[config.mk]
export PLATFORM = sky130hd
export DESIGN_NAME = umi_merger
export DESIGN_NICKNAME = d
export VERILOG_FILES = /design/src/rtl/umi_merger.sv
export SDC_FILE = /design/constraint.sdc
export NUM_CORES = 1
export LEC_CHECK = 0
export BUFFER_PORTS_ARGS = -buffer_cell sky130_fd_sc_hd__buf_4
export CORE_AREA = 2 2 482 484
export DETAILED_ROUTE_END_ITERATION = 10
export DIE_AREA = 0 0 484 486
export PLACE_DENSITY = 0.3
export SYNTH_ARGS = -nofsm -noshare
export SYNTH_HDL_FRONTEND = slang
export SYNTH_SLANG_ARGS = --single-unit
[constraint.sdc]
create_clock -name clk -period 26.4 [get_ports clk]
set_input_delay 1.32 -clock clk [delete_from_list [all_inputs] [get_ports clk]]
set_output_delay 1.32 -clock clk [all_outputs]
set_load 0.05 [all_outputs]
[src/rtl/umi_merger.sv]
// ---------------------------------------------------------------------------
// umi_merger
//
// Two-input UMI merge stage: a response stream and a request stream are
// combined into a single UMI stream (e.g. for one shared physical link).
// It is the architectural inverse of umi_splitter, which sits directly
// downstream of it.
//
// Arbitration is round-robin with one beat per transaction. Accepted
// packets are held in a 2-entry FIFO that drives the output, so the input
// ready signals depend only on registered state and the input valids. They
// never depend on umi_out_ready, which keeps the ready path free of any
// combinational loop through the downstream block.
//
// Parameters:
//   DW - data width, AW - address width (dstaddr/srcaddr), CW - command width
//
// Ports:
//   clk, rst              single clock, synchronous active-high reset
//   umi_resp_in_*         response input (valid/cmd/dstaddr/srcaddr/data, ready)
//   umi_req_in_*          request input  (valid/cmd/dstaddr/srcaddr/data, ready)
//   umi_out_*             merged output  (valid/cmd/dstaddr/srcaddr/data, ready)
// ---------------------------------------------------------------------------
module umi_merger #(
  parameter int DW = 256,
  parameter int AW = 64,
  parameter int CW = 32
) (
  input  logic          clk,
  input  logic          rst,

  input  logic          umi_resp_in_valid,
  input  logic [CW-1:0] umi_resp_in_cmd,
  input  logic [AW-1:0] umi_resp_in_dstaddr,
  input  logic [AW-1:0] umi_resp_in_srcaddr,
  input  logic [DW-1:0] umi_resp_in_data,
  output logic          umi_resp_in_ready,

  input  logic          umi_req_in_valid,
  input  logic [CW-1:0] umi_req_in_cmd,
  input  logic [AW-1:0] umi_req_in_dstaddr,
  input  logic [AW-1:0] umi_req_in_srcaddr,
  input  logic [DW-1:0] umi_req_in_data,
  output logic          umi_req_in_ready,

  output logic          umi_out_valid,
  output logic [CW-1:0] umi_out_cmd,
  output logic [AW-1:0] umi_out_dstaddr,
  output logic [AW-1:0] umi_out_srcaddr,
  output logic [DW-1:0] umi_out_data,
  input  logic          umi_out_ready
);

  // Identity of the input that won the most recent accepted push.
  localparam logic GRANT_RESP = 1'b0;
  localparam logic GRANT_REQ  = 1'b1;

  localparam logic [1:0] COUNT_FULL = 2'd2;

  // Registered state
  logic [1:0]    count;
  logic          wr_ptr;
  logic          rd_ptr;
  logic          last_grant;

  // FIFO storage, one array per field
  logic [CW-1:0] cmd_mem     [2];
  logic [AW-1:0] dstaddr_mem [2];
  logic [AW-1:0] srcaddr_mem [2];
  logic [DW-1:0] data_mem    [2];

  // Combinational control
  logic          can_accept;
  logic          grant_resp;
  logic          grant_req;
  logic          push_resp;
  logic          push_req;
  logic          push;
  logic          pop;

  // Selected write payload
  logic [CW-1:0] push_cmd;
  logic [AW-1:0] push_dstaddr;
  logic [AW-1:0] push_srcaddr;
  logic [DW-1:0] push_data;

  // Space is judged from the registered count only; a pop in the same cycle
  // is deliberately not credited so that ready stays independent of
  // umi_out_ready.
  assign can_accept = (count != COUNT_FULL);

  // A lone requester always wins. Under contention the side that did not
  // win the last accepted push goes first.
  assign grant_resp = umi_resp_in_valid &&
                      (!umi_req_in_valid || (last_grant == GRANT_REQ));
  assign grant_req  = umi_req_in_valid && !grant_resp;

  // The rst term keeps both readies low during the reset cycle even though
  // the registered count has not yet been cleared.
  assign umi_resp_in_ready = !rst && can_accept && grant_resp;
  assign umi_req_in_ready  = !rst && can_accept && grant_req;

  assign push_resp = umi_resp_in_valid && umi_resp_in_ready;
  assign push_req  = umi_req_in_valid  && umi_req_in_ready;
  assign push      = push_resp || push_req;

  assign umi_out_valid = (count != 2'd0);
  assign pop           = umi_out_valid && umi_out_ready;

  // Payload multiplexer: at most one input is ever granted, so selecting on
  // push_req alone is sufficient.
  always_comb begin
    push_cmd     = umi_resp_in_cmd;
    push_dstaddr = umi_resp_in_dstaddr;
    push_srcaddr = umi_resp_in_srcaddr;
    push_data    = umi_resp_in_data;
    if (push_req) begin
      push_cmd     = umi_req_in_cmd;
      push_dstaddr = umi_req_in_dstaddr;
      push_srcaddr = umi_req_in_srcaddr;
      push_data    = umi_req_in_data;
    end
  end

  // Occupancy, pointers and arbitration history. A simultaneous push and pop
  // leaves the count unchanged while both pointers advance, which gives
  // one packet per cycle in steady state.
  always_ff @(posedge clk) begin
    if (rst) begin
      count      <= 2'd0;
      wr_ptr     <= 1'b0;
      rd_ptr     <= 1'b0;
      last_grant <= GRANT_REQ;
    end else begin
      if (push) begin
        wr_ptr     <= ~wr_ptr;
        last_grant <= push_req ? GRANT_REQ : GRANT_RESP;
      end
      if (pop) begin
        rd_ptr <= ~rd_ptr;
      end
      case ({push, pop})
        2'b10:   count <= count + 2'd1;
        2'b01:   count <= count - 2'd1;
        default: count <= count;
      endcase
    end
  end

  // Payload storage carries no reset: entries are only observed once the
  // count marks them as valid.
  always_ff @(posedge clk) begin
    if (push) begin
      cmd_mem[wr_ptr]     <= push_cmd;
      dstaddr_mem[wr_ptr] <= push_dstaddr;
      srcaddr_mem[wr_ptr] <= push_srcaddr;
      data_mem[wr_ptr]    <= push_data;
    end
  end

  // The output always shows the FIFO head. It stays stable while stalled
  // because rd_ptr only moves on a pop.
  assign umi_out_cmd     = cmd_mem[rd_ptr];
  assign umi_out_dstaddr = dstaddr_mem[rd_ptr];
  assign umi_out_srcaddr = srcaddr_mem[rd_ptr];
  assign umi_out_data    = data_mem[rd_ptr];

endmodule

======== Yosys cells after proc, flatten, opt, wreduce, memory -nomap -nowiden ========
Memories as Yosys holds them, arrays and structs flattened. A register that Yosys moved wholly into a read port is not among the register bits.
Index checks and enable logic that the tools add are counted.
storage, ports and cells
  logic and storage cells ................. 46
  bits in latches ......................... 0
  bits in writable memories ............... 832
  input bits .............................. 837
  bits in registers ....................... 5
  memories kept ........................... 4
  memory bits (read-only) ................. 0
memories
  memory       depth  bits a word  rd ports  clocked after Yosys merged registers in  wr ports  line  source
  data_mem     2      256          1         1                                        1         70    logic [DW-1:0] data_mem [2];
  dstaddr_mem  2      64           1         1                                        1         68    logic [AW-1:0] dstaddr_mem [2];
  srcaddr_mem  2      64           1         1                                        1         69    logic [AW-1:0] srcaddr_mem [2];
  cmd_mem      2      32           1         1                                        1         67    logic [CW-1:0] cmd_mem [2];
operators by class
  multiplexer cells ....................... 16
  reduce and logical (&&, ||, !) cells .... 15
  shift-type cells ........................ 0
  add/sub/neg operators ................... 2
  div/mod/pow operators ................... 0
  magnitude comparators ................... 0
  $mul .................................... 0
  equality and inequality tests ........... 3
  bitwise gates (word level) .............. 2
operators with widths
  operator                                             count
  2-to-1 mux 256 bit                                   1
  2-to-1 mux 64 bit                                    2
  2-to-1 mux 32 bit                                    1
  2-to-1 mux 1 bit                                     11
  logical AND 1 bit                                    8
  case mux 2 bit (2 select lines)                      1
  nonzero test 2 bit                                   2
  logical NOT 1 bit                                    3
  adder 2 x 1 -> 2 bit, second input constant          1
  equality test 2 x 1 -> 1 bit, second input constant  1
  equality test 2 bit, second input constant           1
  logical OR 1 bit                                     2
  inequality test 2 bit, second input constant         1
  NOT 1 bit                                            2
  subtractor 2 x 1 -> 2 bit, second input constant     1

======== Logic depth before layout (Yosys ltp) ========
Gate-level depths: netlist of the first run.
  depth after elaboration ................. 10
  depth in mapped cells ................... 6
  depth with buffers taken out ............ 6

======== Least setup slack after synthesis of the first run ========
OpenSTA, ideal clock, no wires.
  path kind ............................... input to register
  start point ............................. input port rst
  end point ............................... memory cmd_mem[0][0] (enable)
  arrival ................................. 19.168 ns
  stages on the path ...................... 3
  library setup time ...................... 1.205 ns
  required time ........................... 25.195 ns
  buffers on the path ..................... 1
  path slack .............................. 6.027 ns
  path through ............................ clkbuf_1 > or3_1 > nor2_1
between the ends
  cells in the longest elaborated chain, start to end .. 7
RTL lines
  what                                         line      source
  from (decl)                                  30        input logic rst,
  logical NOT 1 bit *                          100, 101
  logical AND 1 bit *                          100, 101
  logical AND 1 bit, on equally long branches  100, 101
  logical AND 1 bit, on equally long branches  103, 104
  logical OR 1 bit *                           105       assign push = push_resp || push_req;
  2-to-1 mux 1 bit *                           153       if (push) begin
  2-to-1 mux 1 bit (implied by the code) *     154       cmd_mem[wr_ptr] <= push_cmd;
  to (decl)                                    67
Mark *: on every way between the ends. The rest lies on a longest branch, timed or not.

==> results of run 1 <==
per-stage QoR:
stage,utilization [%],cells
global placement,21.0,6007
CTS,22.4,6197
finish,22.5,6223
global route,22.4,6210
detailed placement,21.0,6007
floorplan,-,1790
where the power goes:
group / switching [W] / internal, W
logic: 0.00137 / 0.000648
registers: 0.0000499 / 0.00171
clock network: 0.000591 / 0.000812
state kept, by name, summed over array words and instances (netlist names), named ones only:
register and count:
wr_ptr 1, data_mem 512, dstaddr_mem 128, count 2, cmd_mem 64, rd_ptr 1, last_grant 1, srcaddr_mem 128
cells by family (layout without fill, tap and decap cells):
| group | count (synthesis) | in the layout | share of synthesized area [%] |
|---|---|---|---|
| xor gates and xnor gates | 3 | 3 | 0.0749 |
| DFF | 838 | 838 | 71.5 |
| other | 0 | 26 | 0 |
| buffers and inverters | 96 | 1477 | 1.29 |
| adders and majority gates | 1 | 1 | 0.0356 |
| AOI/OAI and AO/OA | 7 | 7 | 0.193 |
| muxes | 832 | 832 | 26.7 |
| and+or+nand+nor | 13 | 13 | 0.196 |
layer usage:
metal / vias to the layer above / part of all wire [%] / GRT usage, %
li1: 9731 / - / -
met1: 10760 / 38 / 14.6
met2: 998 / 48 / 21.8
met3: 264 / 11 / 6.47
met4: 66 / 3.1 / 5.01
met5: - / 0.27 / 0
critical path, stage by stage, from the launching register on:
cell     delay [ps]
dfxtp_4         950
buf_4           730
buf_4           610
buf_4           800
mux2_2          430
buf_4           190
cell type report:
class | count | share of cell area [%]
Sequential cell | 838 | 48.7
Timing Repair Buffer | 1284 | 18.8
Multi-Input combinational cell | 856 | 18.5
Tap cell | 3026 | 7.35
Clock buffer | 131 | 5.45
Clock inverter | 59 | 1.02
Antenna cell | 26 | 0.126
Inverter | 3 | 0.0218
cells in the final DEF (no fill, tap or decap), types with 2 or more instances in the layout:
master / instances
dfxtp_1: 5
mux2_1: 100
nor2_4: 2
buf_12: 3
mux2_2: 732
inv_16: 2
or3_1: 2
clkbuf_1: 22
nor2b_1: 2
buf_4: 1281
edfxtp_1: 832
diode_2: 26
clkbuf_16: 109
inv_1: 3
clkinv_16: 3
clkinvlp_4: 2
bufinv_16: 6
or2_2: 2
xnor2_1: 2
nor2_1: 4
clkinv_1: 28
o21ai_0: 2
clkinv_2: 16
worst min-delay path by stage:
stage	startpoint	end	slack (ps)
global route	wr_ptr	wr_ptr	570
global placement	rd_ptr	rd_ptr	520
CTS	count[1]	count[1]	520
detailed placement	count[1]	count[1]	510
finish	count[1]	count[1]	520
floorplan	wr_ptr	wr_ptr	470
==> results.txt, run 1 <==
* Half-perimeter wire length of the detailed placement result: 125 mm
- Before antenna repair, the detailed router went through 4 iterations.
* CP Launch Type: register
- Dividing the detail-routed wire length by the instance count gives 25.8 um.
- In the routed design, unresolved DRC markers number 0.
- The worst path in the final design needs a cycle of 6050 ps, including I/O delays and setup.
- Proportion of register bits with asynchronous set or reset after synthesis: 0%
- Entering global routing, the biggest net connects 124 pins.
* Synthesis-to-layout area growth: 46.8%
- Status: finished, final reports clean
* Total number of clock tree sinks: 838
- Critical path destination: umi_out_data[161]
* Leading post-synthesis cells by cell area: edfxtp_1 71%, mux2_2 23%, mux2_1 3.2%
- DR vias/cell: 3.51
* Buffer levels on the longest clock path: 3
- In this run, CTS created clock tree buffers numbering 107.
- For the final database, setup skew stands at 52.4 ps.
* Clock root cell: clkbuf_16
- The worst hold path belongs to the class reg2reg.
- 1256 I/O pins were placed.
- Setup fix buffers added after clock tree synthesis: 0
- Maximum achievable frequency: 165 MHz
* Final Cycle Share: 22.9%
* Area inside the core boundary: 229000 um^2
- The die is 484 um wide.
- Top cells by instance count after synthesis: 832 x edfxtp_1, 732 x mux2_2, 100 x mux2_1, 41 x buf_2, 36 x clkbuf_1
- Latest clock arrival within the worst-skew pair: 740 ps
- Initial Utilization: 15.3%
* Cell type with the highest aggregate area in the netlist: edfxtp_1
* Clock-pin transition on the worst setup and hold timing paths: 60 ps
- Post-synthesis sequential element count: 838
- The worst path meets setup with 20350 ps of slack.
- Worst-margin pin slew: 1070 ps
- Each instance of the synthesized netlist takes up on average 19.6 um^2.
* Worst Path Max Fanout: 64
* Total area of sequential cells: 25100 um^2
- Static leakage: 18.7 nW
* Total negative slack: 0 ps
- Row count: 176
- Terminus of the critical flop-to-flop path: data_mem[1][128]
* Starting DRC count in detailed routing: 848
- H-tree Lvls: 3
- Total of max-cap violations: 0
- Final slew viol count: 0
- The via count of the first global-routing pass came to 23504.
- Placement-stage worst setup slack: 20090 ps
- Final std cell area, no fill: 51500 um^2
* R2R cell count: 8
* Syn Inst Count: 1790
- The final route contains 21819 vias.
- Antenna violations before repair: 93
- Count of input and output buffers: 1255
* Count leader, synth: edfxtp_1
* Total standard cell area after synthesis: 35100 um^2
* Die Footprint: 235000 um^2
- Endpoint arrival time on the critical path: 4730 ps
- Clock tree from TritonCTS: built
- The number of nets in the synthesized netlist is 2628.
* Final setup violating endpoints: 0
- Number of gates resized after CTS: 0
* Placer congestion estimate: 0.794
- Of the synthesized area, sequential elements account for 71.5%.
- Power comes to 0.00517 W.
* Final net count: 3928
- Footprint of the multi-input gates: 9560 um^2
* Flop2flop setup slack: 21250 ps
* Remaining global-route overflow: 0
* Hold-critical path depth: 2
* Slew headroom: 28.8%
* Highest ir drop seen on vdd: 0.0496 mV
- The placed instances occupy a cell area of 48100 um^2.
* Number of distinct library cells after synthesis: 23
- Fin Hold WS: 522 ps
- After filler insertion, the fill cell instance count of the layout stands at 24298.
- Reg2Reg Launch Point: count[0]
- The final count of hold timing violations was 0.
- For this design, the CTS-stage hold fixing added 0 buffers.
- For this design the ratio of total power to cell area is 100 nW/um^2.
- Remaining antenna violation count after routing: 0
- Summed over its instances, the top area cell type makes up 71.2% of the synthesized netlist area.
- Global routing used 13.2% of the available tracks across all layers.
- For this run, the number of Yosys warnings is 0.
- Critical setup path kind: reg2out
- Counting flops with a built-in enable in the synthesized netlist gives 832.
* Wire length of the first global-routing pass: 211 mm
* Unrepaired setup endpoints after global routing: no
* Critical Path RT: 25080 ps
- Fraction of final layout cells with drive strength greater than 1: 68.2%
* Most used flip-flop cell after synthesis: edfxtp_1
- Kind of capture point of the worst setup path: primary output
* Vertical extent of the die: 486 um
- Wires add up to 161 mm.
(Power assumes the default switching activity.)
==> run 2, diff against run 1 <==
--- a/config.mk
+++ b/config.mk
@@ -6,9 +6,9 @@
 export NUM_CORES = 1
 export LEC_CHECK = 0
 export BUFFER_PORTS_ARGS = -buffer_cell sky130_fd_sc_hd__buf_4
-export CORE_AREA = 2 2 482 484
+export CORE_AREA = 2 2 493 495
 export DETAILED_ROUTE_END_ITERATION = 10
-export DIE_AREA = 0 0 484 486
+export DIE_AREA = 0 0 495 497
 export PLACE_DENSITY = 0.3
 export SYNTH_ARGS = -nofsm -noshare
 export SYNTH_HDL_FRONTEND = slang
==> constraint.sdc (replaced) <==
create_clock -name clk -period 5.4 [get_ports clk]
set_input_delay 0.27 -clock clk [delete_from_list [all_inputs] [get_ports clk]]
set_output_delay 0.27 -clock clk [all_outputs]
set_load 0.05 [all_outputs]
==> run 2 against run 1 <==
Net effect: global-route usage barely moved; final cell count up 16%; non-clock buffer count up 861; largest power group unchanged; critical path type is now reg2reg; clock skew rose by 2.0 ps; clock-buffer cell count rose by 24; sequential power rose to 4.8 times the previous value.
==> results.txt, run 2 (synthesis gave the netlist of run 1 again) <==
- STA classifies the critical path startpoint as a register.
- Walking the worst path, the cells encountered are nor2b_4 > a2111oi_4 > buf_12 > buf_4 > mux2_1 > dlygate4sd3_1.
- Commonest non-fill, non-tap cell in the layout: buf_4
* Remaining antenna violation count after routing: 0 (unchanged)
- The largest fanout of any net on the critical path is 78 (+22%).
- Kind of capture point of the worst setup path: register
* Maximum achievable frequency: 292 MHz
- The via total after detailed routing came to 25180 (+15%).
- The detailed placer's ending HPWL was 129 mm (+3.7%).
- Overall die width: 495 um (+2.3%)
- The largest individual stage delay along the critical path comes from the cell dlygate4sd3_1.
- The maximum VDD drop came to 0.231 mV (+370%).
- The number of flip-flops under the largest register name was 512 (unchanged).
- Via count of the first global-routing pass: 27332 (+16%)
- The port buffer count came to 1255 (unchanged).
- The global-route wire length before repair was 226 mm (+7.2%).
* Remaining global-route overflow: 0 (unchanged)
* Maximum cell stage delay along the critical path: 580 ps (-370 ps)
- The clock tree skew after final layout was 54.5 ps (+2.04 ps).
- Leading registers by flop count: data_mem (512), dstaddr_mem (128), srcaddr_mem (128)
* Final std cell area, no fill: 60500 um^2 (+17%)
- The largest net degree at the start of global routing came to 107 (-14%).
- Setup repair after global routing left no endpoint under its margin.
* Die Footprint: 246000 um^2 (+4.6%)
- Row count: 180 (+2.3%)
- Starting DRC count in detailed routing: 988 (+17%)
- The worst slew margin relative to its limit came to 30.1% (+1.4 points).
- The clock-pin slew reported for the worst setup and hold paths after clock tree synthesis is 60 ps (about the same).
* Total number of clock tree sinks: 838 (unchanged)
- The final count of hold timing violations is 0 (unchanged).
- Worst-margin pin slew: 1050 ps (-20.5 ps)
- The final-report max-slew violation count is 0 (unchanged).
- H-tree Lvls: 3 (unchanged)
* Final setup margin: 1980 ps (-18380 ps)
- The utilization after layout is 25.2% (+2.7 points).
- The min-delay analysis places its worst path in the category in2reg.
- The net count of the finished layout was 4790 (+22%).
* Endpoint arrival time on the critical path: 3870 ps (-860 ps)
- Initial Utilization: 14.6% (-0.68 points)
- The power density relative to cell area was 434 nW/um^2 (+330%).
- Fraction of final layout cells with drive strength greater than 1: 54.0% (-14 points)
- # placed instances: 6189 (+3.0%)
* Antenna violations before repair: 88 (-5.4%)
* Final setup violating endpoints: 0 (unchanged)
* Status: finished, final reports clean
- The leakage component of the power is 22.4 nW (+20%).
- Final Cycle Share: 63.4%
* Fin Hold WS: 352 ps (-170 ps)
* Drt pass-1 iters: 4 (unchanged)
- Min Clock Period, post-route: 3420 ps
* Latest clock arrival within the worst-skew pair: 760 ps (+20 ps)
- Critical setup path kind: reg2reg
- Clock tree from TritonCTS: built
- Most used cells in the layout excluding fill and tap cells: 1289 x buf_4, 838 x dlygate4sd3_1, 832 x edfxtp_1, 732 x mux2_2, 109 x clkbuf_16
- Total of max-cap violations: 0 (unchanged)
* Placement-stage worst setup slack: 2540 ps (-17550 ps)
- DP Area: 48700 um^2 (+1.2%)
- The total wire length after detailed routing came to 168 mm (+4.8%).
* Number of remaining DRC errors: 0 (unchanged)
- The placeable core region came to 240000 um^2 (+4.6%).
* Number of CTS-inserted buffers: 108 (+0.93%)
* Critical Path RT: 5850 ps (-19230 ps)
* Largest Register: data_mem
- Vertical extent of the die: 497 um (+2.3%)
- The average wire length per cell after detail routing came to 23.2 um (-10%).
- # IOs: 1256 (unchanged)
* Placer congestion estimate: 0.777 (-2.2%)
- Global Route Usage Sum: 13.2% (-0.016 points)
- The via count normalized by instance count was 3.48 (-0.89%).
- The maximum number of buffers from clock root to sink was 3 (unchanged).
- The final cell count without fillers was 7246 (+16%).
- Relative to the synthesized area, the layout overhead comes to 72.4%.
- CTS placed an instance of clkbuf_16 at the clock tree root.
-- run 2: per-layer routing --
metal	up-vias	global-route usage [%]	share of wire (%)
li1	11478	-	-
met1	12421	15.0	39
met2	1003	22.8	49
met3	220	5.63	10
met4	58	2.80	1.6
met5	-	0	0.23
-- run 2: area by class of cell --
type / count / area (um^2)
well taps: 3185 / 3990
clock buffers: 155 / 2960
repair buffers: 2145 / 18400
clock inverters: 45 / 394
fillers: 25313 / 180000
diodes: 19 / 47.5
inverters: 3 / 11.3
flip-flops and latches: 838 / 25100
multi-input cells: 856 / 9570
-- run 2: critical path, delay by kind of cell (launching register included) --
kind / cells / cell delay [ps]
buffers and inverters: 3 / 1370
muxes: 1 / 370
DFF: 1 / 330
and+or+nand+nor: 1 / 140
AOI/OAI and AO/OA: 1 / 540
-- run 2: per-stage QoR --
step / total power [W] / TNS (ps)
after floorplan: 0.0152 / -1716690
after global placement: 0.0190 / 0
after detailed placement: 0.0190 / 0
after CTS: 0.0269 / 0
after global routing: 0.0275 / 0
final: 0.0263 / 0
-- run 2: timing repair --
item	CTS	global route
endpoints found under the hold margin	838	0
gates resized for setup	0	0
setup buffers	0	0
hold buffers	838	0
-- run 2: worst paths after layout --
| check | to | from | cells past startpoint | slack [ps] |
|---|---|---|---|---|
| worst max-delay path | srcaddr_mem[1][18] | count[1] | 6 | 1980 |
| worst min-delay path | data_mem[1][137] | umi_req_in_data[137] | 3 | 350 |
| worst max register to register | srcaddr_mem[1][18] | count[1] | 6 | 1980 |
| worst min register to register | count[1] | count[1] | 2 | 500 |
-- run 2: power breakdown --
| part | leakage [nW] | internal, W | switching, W |
|---|---|---|---|
| clock | 1.60 | 0.00394 | 0.00295 |
| sequential | 7.76 | 0.00833 | 0.000209 |
| combinational | 13.0 | 0.00391 | 0.00691 |
| total | 22.4 | 0.0162 | 0.0101 |
==> run 3, diff against run 2 <==
==> constraint.sdc (replaced) <==
create_clock -name clk -period 3 [get_ports clk]
set_input_delay 0.15 -clock clk [delete_from_list [all_inputs] [get_ports clk]]
set_output_delay 0.15 -clock clk [all_outputs]
set_load 0.05 [all_outputs]
==> run 3 against run 2 <==
Net effect: clock power rose by 80%; global-route usage barely moved; via count fell by 0.28%; combinational power rose by 82%; final cell count rose by 0.57%; largest cell class unchanged; largest power group unchanged; hold slack got worse by 96 ps; fmax rose by 19%; routed wire length rose by 0.27%; design area rose by 0.56%.
==> results.txt, run 3 (synthesis gave the netlist of run 1 again) <==
- The flow ran to the end, and the final reports show no timing, DRC or antenna violations.
- The via count of the first global-routing pass came to 27492 (+0.59%).
* Die Footprint: 246000 um^2 (unchanged)
* Per-cell routed wire length: 23.2 um (-0.29%)
* Clock tree from TritonCTS: built
- Largest Register: data_mem
* Number of flip-flops in the largest register: 512 (unchanged)
- The logic depth of the worst register-to-register path is 6 (unchanged).
- Synthesis-to-layout area growth: 73.3%
- In this run the critical register-to-register path is launched from count[0].
* Worst-margin pin slew: 674 ps (-374 ps)
* Maximum achievable frequency: 348 MHz (+19%)
- Switching part of the total power: 38.5% (+0.095 points)
* Capture endpoint of the worst hold path: data_mem[1][141]
- Terminus of the critical flop-to-flop path: srcaddr_mem[0][17]
- Leading registers by flop count: data_mem (512), dstaddr_mem (128), srcaddr_mem (128)
- The clock-pin slew reported for the worst setup and hold paths after clock tree synthesis is 60 ps (about the same).
- WL final: 169 mm (+0.27%)
- The share of final-layout standard cells stronger than drive strength 1 was 54.3% (+0.32 points).
- Final Cycle Share: 95.8% (+32 points)
- Flop2flop setup slack: 130 ps (-1850 ps)
* Remaining global-route overflow: 0 (unchanged)
- The number of antenna violations at the first check in global routing is 90 (+2.3%).
- Total of max-cap violations: 0 (unchanged)
- DP Area: 49000 um^2 (+0.67%)
- The vertical extent of the die was 497 um (unchanged).
- Final net count: 4814 (+0.50%)
* Final setup violating endpoints: 0 (unchanged)
- The clock tree skew after final layout was 58.2 ps (+3.68 ps).
* Count of input and output buffers: 1255 (unchanged)
* Min Clock Period, post-route: 2870 ps (-549 ps)
* Half-perimeter wire length of the detailed placement result: 130 mm (+0.66%)
- Number of remaining DRC errors: 0 (unchanged)
* Hold-critical path depth: 3 (unchanged)
- The global-route wire length before repair is 227 mm (+0.31%).
* Overall die width: 495 um (unchanged)
- Static leakage: 22.5 nW (+0.65%)
- Largest net degree at the start of global routing: 86 (-20%)
- Startpoint of the lowest-slack hold path: umi_resp_in_data[141]
- The final count of hold timing violations is 0 (unchanged).
- The worst slew margin relative to its limit is 55.0% (+25 points).
- The power share of the combinational group came to 41.7% (+0.5 points).
* Worst Path Max Fanout: 38 (-51%)
* Endpoint arrival time on the critical path: 3300 ps (-570 ps)
- The proportion of power drawn by the clock network was 26.1% (-0.2 points).
* Starting DRC count in detailed routing: 888 (-10%)
- Kind of capture point of the worst setup path: register
- Pwr per Cell Area: 779 nW/um^2 (+80%)
- The path class of the tightest hold or removal check is in2reg.
- The setup slack at placement is 539 ps (-2000 ps).
* Internal portion of total power: 0.0292 W (+80%)
* Drt pass-1 iters: 5 (+1)
- Portion of total power attributed to sequential cells: 32.3% (-0.2 points)
- Placer congestion estimate: 0.755 (-2.9%)
* Remaining antenna violation count after routing: 0 (unchanged)
* Buffer levels on the longest clock path: 3 (unchanged)
* Highest ir drop seen on vdd: 0.436 mV (+89%)
- The count of boundary I/O pins came to 1256 (unchanged).
* Final slew viol count: 0 (unchanged)
- The placeable core region is 240000 um^2 (unchanged).
* Commonest non-fill, non-tap cell in the layout: buf_4
- CP Launch Type: register
* Initial Utilization: 14.6% (unchanged)
* DR vias/cell: 3.45 (-0.84%)
- Total number of clock tree sinks: 838 (unchanged)
* Latest clock arrival within the worst-skew pair: 740 ps (-20 ps)
* Global Route Usage Sum: 13.2% (+0.043 points)
- The flip-flop and latch area came to 25100 um^2 (unchanged).
* Total of fill cells in the finished design: 25286 (-0.11%)
* Net Sw Power: 0.0182 W (+81%)
- Critical setup path kind: reg2reg
* Clock root cell: clkbuf_16
* H-tree Lvls: 3 (unchanged)
* Unrepaired setup endpoints after global routing: no
- The via total after detailed routing was 25109 (-0.28%).
- The final design area excluding fillers is 60800 um^2 (+0.56%).
* Footprint of the multi-input gates: 9570 um^2 (unchanged)
* Most used cells in the layout excluding fill and tap cells: 1298 x buf_4, 837 x dlygate4sd3_1, 832 x edfxtp_1, 732 x mux2_2, 111 x clkbuf_16
- Final setup margin: 126 ps (-1850 ps)
* Row count: 180 (unchanged)
* Number of CTS-inserted buffers: 111 (+2.8%)
- Critical Path RT: 3430 ps (-2420 ps)
run 3: cell count changes in the layout (fill, tap and decap cells not counted), sizes merged:
cell         before   now
dlygate4sd3     838   837
clkinvlp          2     1
clkbuf          155   148
clkinv           39    41
diode            19    45
buf            1307  1329
run 3: metal layers:
layer / wire length, um / global-route usage (%) / vias to the layer above / share of wire [%]
li1: - / - / 11561 / -
met1: 63300 / 14.4 / 12238 / 37
met2: 83200 / 23.1 / 1012 / 49
met3: 18200 / 6.06 / 254 / 11
met4: 3880 / 3.31 / 44 / 2.3
met5: 282 / 0 / - / 0.17
run 3: how the worst max path moves through the flow:
| stage | slack (ps) | cells after the start | endpoint | startpoint |
|---|---|---|---|---|
| after global placement | 530 | 5 | data_mem[1][239] | count[1] |
| after CTS | 110 | 6 | srcaddr_mem[0][42] | count[0] |
| final | 130 | 6 | srcaddr_mem[0][17] | count[0] |
| after detailed placement | 540 | 5 | cmd_mem[1][15] | count[1] |
| after floorplan | -4430 | 3 | cmd_mem[0][0] | count[1] |
| after global routing | 10 | 6 | dstaddr_mem[1][35] | count[0] |
run 3: repair_timing:
item                                    in CTS  in global routing
endpoints found under the setup margin       0                  1
hold buffers                               837                  0
gates resized for setup                      0                  1
setup buffers                                0                  0
hold endpoints to repair                   838                  0
run 3: area by class of cell:
cell class	count	area share [%]
Tap cell	3185	6.55
Sequential cell	838	41.3
Antenna cell	45	0.185
Clock buffer	148	4.79
Multi-Input combinational cell	856	15.7
Timing Repair Buffer	2166	30.8
Clock inverter	46	0.633
Inverter	3	0.0185
run 3: worst max-delay path, stage by stage (launching register included):
cell	delay, ps
dfxtp_2	400
nor2b_4	70
a2111oi_4	460
buf_4	320
buf_12	270
mux2_1	370
dlygate4sd3_1	590
run 3: per-stage QoR:
step | hold WS (ps) | total power, W | utilization (%) | TNS, ps | std cells
finish | 256 | 0.0474 | 25.3 | 0 | 7287
global route | 187 | 0.0496 | 25.3 | 0 | 7261
CTS | 138 | 0.0486 | 25.3 | 0 | 7242
detailed placement | 411 | 0.0344 | 20.4 | 0 | 6211
global placement | 410 | 0.0345 | 20.4 | 0 | 6211
floorplan | 370 | 0.0273 | - | -3681950 | 1790
run 3: power by group through the flow:
stage	Combinational, W	Clock [W]	Sequential (W)
3_3_place_gp	0.0189	0	0.0155
3_5_place_dp	0.0189	0	0.0156
6_report	0.0197	0.0124	0.0153
2_1_floorplan	0.0115	0	0.0158
4_1_cts	0.0203	0.0130	0.0153
5_1_grt	0.0208	0.0133	0.0154
